### config.mk
export PLATFORM = sky130hd
export DESIGN_NAME = countdown_timer
export DESIGN_NICKNAME = d
export VERILOG_FILES = /design/src/rtl/countdown_timer.sv
export SDC_FILE = /design/constraint.sdc
export NUM_CORES = 1
export LEC_CHECK = 0
export BUFFER_PORTS_ARGS = -buffer_cell sky130_fd_sc_hd__clkbuf_2
export CORE_MARGIN = 4
export CORE_UTILIZATION = 35
export DETAILED_ROUTE_END_ITERATION = 10
export GPL_TIMING_DRIVEN = 0
export PLACE_DENSITY_LB_ADDON = 0.2
export SYNTH_ARGS = -nofsm -noshare
export SYNTH_HDL_FRONTEND = slang
export SYNTH_SLANG_ARGS = --single-unit
export TNS_END_PERCENT = 10
### constraint.sdc
create_clock -name clk -period 2 [get_ports clk]
set_input_delay 0.4 -clock clk [delete_from_list [all_inputs] [get_ports clk]]
set_output_delay 0.4 -clock clk [all_outputs]
set_load 0.02 [all_outputs]
### src/rtl/countdown_timer.sv
// Programmable down-counting timer with one-shot and auto-reload modes.
// Shares the clk/reset/load/le/ce interface of the load/enable up-counter.
module countdown_timer #(
  parameter int W = 8
) (
  input  logic         clk,
  input  logic         reset,
  input  logic [W-1:0] load,
  input  logic         le,
  input  logic         start,
  input  logic         ce,
  input  logic         auto,
  output logic [W-1:0] count,
  output logic         busy,
  output logic         done,
  output logic         tc
);

  typedef enum logic [1:0] {
    S_IDLE = 2'd0,
    S_RUN  = 2'd1,
    S_DONE = 2'd2
  } state_t;

  localparam logic [W-1:0] ONE  = {{(W-1){1'b0}}, 1'b1};
  localparam logic [W-1:0] ZERO = {W{1'b0}};

  state_t         r_state;
  state_t         w_state_nxt;
  logic [W-1:0]   r_reload;
  logic [W-1:0]   w_reload_nxt;
  logic [W-1:0]   r_count;
  logic [W-1:0]   w_count_nxt;
  logic           r_tc;
  logic           w_tc_nxt;

  // State, reload, count and strobe registers with synchronous reset.
  always_ff @(posedge clk) begin
    if (reset) begin
      r_state  <= S_IDLE;
      r_reload <= ZERO;
      r_count  <= ZERO;
      r_tc     <= 1'b0;
    end else begin
      r_state  <= w_state_nxt;
      r_reload <= w_reload_nxt;
      r_count  <= w_count_nxt;
      r_tc     <= w_tc_nxt;
    end
  end

  // Next-state logic; priority is le > start > ce, tc defaults low.
  always_comb begin
    w_state_nxt  = r_state;
    w_reload_nxt = r_reload;
    w_count_nxt  = r_count;
    w_tc_nxt     = 1'b0;
    if (le) begin
      w_reload_nxt = load;
      w_count_nxt  = load;
      w_state_nxt  = S_IDLE;
    end else begin
      case (r_state)
        S_IDLE, S_DONE: begin
          if (start) begin
            if (r_reload != ZERO) begin
              w_count_nxt = r_reload;
              w_state_nxt = S_RUN;
            end else begin
              // A zero period expires immediately without counting.
              w_count_nxt = ZERO;
              w_state_nxt = S_DONE;
              w_tc_nxt    = 1'b1;
            end
          end else begin
            w_count_nxt = r_count;
          end
        end
        S_RUN: begin
          if (ce) begin
            if (r_count > ONE) begin
              w_count_nxt = r_count - ONE;
            end else begin
              // Terminal edge: treat count<=1 alike so 0 can never decrement.
              w_tc_nxt = 1'b1;
              if (auto) begin
                w_count_nxt = r_reload;
              end else begin
                w_count_nxt = ZERO;
                w_state_nxt = S_DONE;
              end
            end
          end else begin
            w_count_nxt = r_count;
          end
        end
        default: begin
          w_state_nxt = S_IDLE;
          w_count_nxt = ZERO;
        end
      endcase
    end
  end

  assign count = r_count;
  assign busy  = (r_state == S_RUN);
  assign done  = (r_state == S_DONE);
  assign tc    = r_tc;

endmodule

Yosys cells after proc, flatten, opt, wreduce, memory -nomap -nowiden
Cells that the tools add are included.
{ "word_totals": {"regBits": 19, "input_bits": 14, "out_inout_bits": 11, "wordCells": 38} }
{ "op_classes": {"addsub": 1, "n_mux": 18, "n_reduce_logical": 6, "n_eq_ne": 8, "magnitude_cmp": 1} }
{ "op_table": {"columns": ["op", "n"], "rows": [
  ["2-to-1 mux 8 bit", 6],
  ["case mux 8 bit (2 select lines)", 1],
  ["2-to-1 mux 2 bit", 5],
  ["greater-than comparator 8 x 1 -> 1 bit, second input constant", 1],
  ["inequality test 2 bit, second input constant", 4],
  ["nonzero test 8 bit", 1],
  ["subtractor 8 x 1 -> 8 bit, second input constant", 1],
  ["inequality test 3 bit, second input constant", 2],
  ["2-to-1 mux 1 bit", 4],
  ["case mux 2 bit (2 select lines)", 1],
  ["AND reduction 4 bit", 1],
  ["OR reduction 2 bit", 2],
  ["equality test 2 x 1 -> 1 bit, second input constant", 1],
  ["equality test 2 bit, second input constant", 1],
  ["zero test 2 bit", 1],
  ["case mux 1 bit (2 select lines)", 1],
  ["AND reduction 2 bit", 1]
]} }

Logic depth before layout (Yosys ltp)
{ "logic_depth": {"depth_word": 5, "depth_mapped": 7, "mapped_depth_nobuf": 6} }

Worst setup path before layout
No wires, ideal clock.
{ "synth_path": {"path_type": "register -> register", "startpoint": "register r_count[0], in the netlist count[0]", "endpoint": "register r_count[5], in the netlist count[5]", "arrival_ns": 1.801, "stages_incl_launch_ff": 8, "setup_ns": 0.095, "path_slack_ns": 0.103, "period_less_slack_ns": 1.897, "required_time_ns": 1.905, "n_path_buf": 1, "path_cell_list": "dfxtp_1 -> inv_1 -> ha_1 -> or2_0 -> clkbuf_1 -> a32oi_1 -> o221ai_1 -> a221oi_1"} }
{ "synth_between": {"elab_chain_len": 5, "word_cells_on_any_way": 6, "cone_classes": "add/sub: 1; order compare: 1; mux: 4"} }
{ "synth_rtl": {"columns": ["item", "line_no", "source"], "rows": [
  ["from (decl)", "32", "logic [W-1:0] r_count;"],
  ["from (signal assigned)", "47", "r_count <= w_count_nxt;"],
  ["subtractor 8 x 1 -> 8 bit or greater-than comparator 8 x 1 -> 1 bit (tied branches)", "82, 81", null],
  ["2-to-1 mux 8 bit *", "81", "if (r_count > ONE) begin"],
  ["2-to-1 mux 8 bit *", "80", "if (ce) begin"],
  ["case mux 8 bit (2 select lines) *", "63", "case (r_state)"],
  ["2-to-1 mux 8 bit *", "58", "if (le) begin"]
]} }
Mark *: on every way between the ends. The rest lies on a longest branch, timed or not. The select of a mux whose other input is x is not followed.
A chain may end at the register's enable or synchronous reset.

Worst setup path in the final report
Ends and elaborated chain as after synthesis.

==> impl_metrics.json <==
{
  "drt_iter0_drc": 82,
  "clk_path_buf_depth": 2,
  "grt_overflow": 0,
  "finalHoldViolations": 0,
  "ys_ff_latch": 19,
  "crit_path_end_kind": "flip-flop",
  "seq_area_frac_synth_pct": 29.2,
  "yosys.area.top_type_share_pct": 29.2,
  "finalSetupViolations": 0,
  "vdd_drop_max_mv": 0.559,
  "nets": 204,
  "synth_edf_count": 0,
  "final_area_um2": 1530,
  "place.gp.congestion": 0.827,
  "synth_most_common_cell": "dfxtp_1",
  "io_pins": 25,
  "chipHeight_um": 69.0,
  "clock_skew_ns": 0.00414,
  "grt_usage_pct": 14.7,
  "drc": 0,
  "vias": 1336,
  "synth_common_cells": "dfxtp_1 (19), nand2_1 (12), nor2_1 (12), mux2i_1 (11), inv_1 (10)",
  "dp_hpwl_mm": 2.76,
  "syn_area_um2": 1300,
  "period_share_pct": 93.4,
  "clock_latency_ns": 0.26,
  "hold_slack_ns": 0.399,
  "criticalPathCategory": "reg -> reg",
  "max_freq_mhz": 535,
  "num_rows": 21,
  "instances_no_fill": 233,
  "tns_ns": 0,
  "clk_pin_slew_ns": 0.08,
  "io_buffer_count": 21,
  "drive_gt1_share_pct": 19.3,
  "diodes": 0,
  "wl_per_cell_um": 14.9,
  "syn_area_per_cell_um2": 8.05,
  "post-place-ws_ns": -0.0142,
  "die-area_um2": 4770,
  "rsz0062_at_grt": "false",
  "worst_slack_ns": 0.131,
  "initial_core_util_pct": 37.6,
  "min_period_ns": 1.87,
  "syn_inst": 162,
  "root_buffer": "clkbuf_8",
  "grt_antenna_before_repair": 0,
  "drt_first_pass_iters": 5,
  "critical_path_required_ns": 2.17,
  "cts_buffers": 3,
  "cp.arrival_ns": 2.04,
  "dp.cells": 229,
  "drtAntennaViolNets": 0,
  "powerDensity_nw_per_um2": 680,
  "synth_flop_cell": "dfxtp_1",
  "core_um2": 3470,
  "first_global_vias": 1276,
  "async_flop_share_pct": 0,
  "slew_violations": 0,
  "routed_wl_mm": 3.47,
  "tritoncts": "done",
  "htreeDepth": 1,
  "die_x_um": 69.0,
  "startpoint_type": "flip-flop",
  "grt_first_pass_wirelength_mm": 5.93,
  "synth_area_leaders": "dfxtp_1 (29%), mux2i_1 (8.4%), nand2_1 (3.5%)",
  "cts_num_sinks": 19,
  "worst_pin_slew_ns": 0.609,
  "area_growth_pct": 17.1,
  "synth_cell_types": 49,
  "fillCellCount": 358,
  "syn_nets": 178,
  "yosys_warnings": 0,
  "p_leak_nw": 0.609,
  "outcome": "finished clean",
  "placedInstanceArea_um2": 1470,
  "hp-class": "in -> reg",
  "crit_path_max_fanout": 8,
  "vias_per_cell": 5.73,
  "slew_headroom_pct": 59.2,
  "synth_top_area_cell": "dfxtp_1",
  "max_cap_violations": 0,
  "grt_max_degree": 12
}
==> power breakdown <==
part,internal (mW),switching [mW]
Combinational,0.130,0.196
Sequential,0.406,0.0369
Clock,0.138,0.131
==> final timing paths <==
check,startpoint,end,cells after the start,slack (ns)
worst max-delay path,count[0]$_SDFFE_PP0P_,count[5]$_SDFFE_PP0P_,7,0.13
worst min register to register,r_reload[4]$_SDFFE_PP0P_,r_reload[4]$_SDFFE_PP0P_,2,0.53
worst max register to register,count[0]$_SDFFE_PP0P_,count[5]$_SDFFE_PP0P_,7,0.13
worst min-delay path,load[0],r_reload[0]$_SDFFE_PP0P_,3,0.40
==> critical path: stages (launching register included) <==
cell      delay [ns]
dfxtp_2         0.39
inv_1           0.07
ha_1            0.28
or2_0           0.24
clkbuf_2        0.17
a32oi_1         0.20
o221ai_1        0.15
a221oi_1        0.27
==> registers in the layout, indices dropped and copies added (netlist names) <==
signal    cells
r_state       2
tc            1
count         8
r_reload      8
==> layout make-up <==
cell class              count  area (um^2)  share of cell area (%)
multi-input cells         121          841                    55.1
inverters                  10         37.5                    2.46
flip-flops and latches     19          383                    25.1
repair buffers             21          105                    6.89
clock buffers               3         41.3                    2.70
plain buffers              12         56.3                    3.69
well taps                  46         57.6                    3.77
clock inverters             1         5.00                   0.328
==> metrics by stage <==
step	power, mW	util [%]
6_report	1.04	44.0
5_1_grt	1.10	44.0
4_1_cts	1.05	43.7
3_5_place_dp	0.771	42.3
3_3_place_gp	0.764	42.3
2_1_floorplan	0.683	-
==> cells by family after synthesis <==
family	count (synthesis)	synth area share [%]
xor gates and xnor gates	2	1.34
muxes	11	8.45
adders and majority gates	2	1.92
AOI/OAI and AO/OA	44	25.3
buffers and inverters	22	7.10
and+or+nand+nor	62	26.7
DFF	19	29.2
==> what timing repair did <==
action                     4_1_cts  5_1_grt
buffers inserted                 0        0
setup endpoints to repair        1        8
hold buffers                     0        0
gates resized for setup          1        5
==> cell usage in the layout (no fill, tap or decap), drive strengths merged, types with 3 or more instances in the layout <==
cell / count
a31oi: 5
mux2i: 11
o2bb2ai: 5
nor3: 9
a221oi: 5
a21oi: 5
buf: 4
dfxtp: 19
nand2b: 4
inv: 10
nand2: 12
nor2b: 5
o21ai: 6
or3: 3
nor4: 6
nor2: 12
clkbuf: 32
==> routing by layer <==
metal,part of all wire (%),wire (um),global-route usage (%)
met1,45,1560,18.7
met2,47,1640,24.7
met3,6.4,222,3.78
met4,1.3,46,3.25
met5,0,0,0
Note: power is estimated with default switching activity, not from simulation.
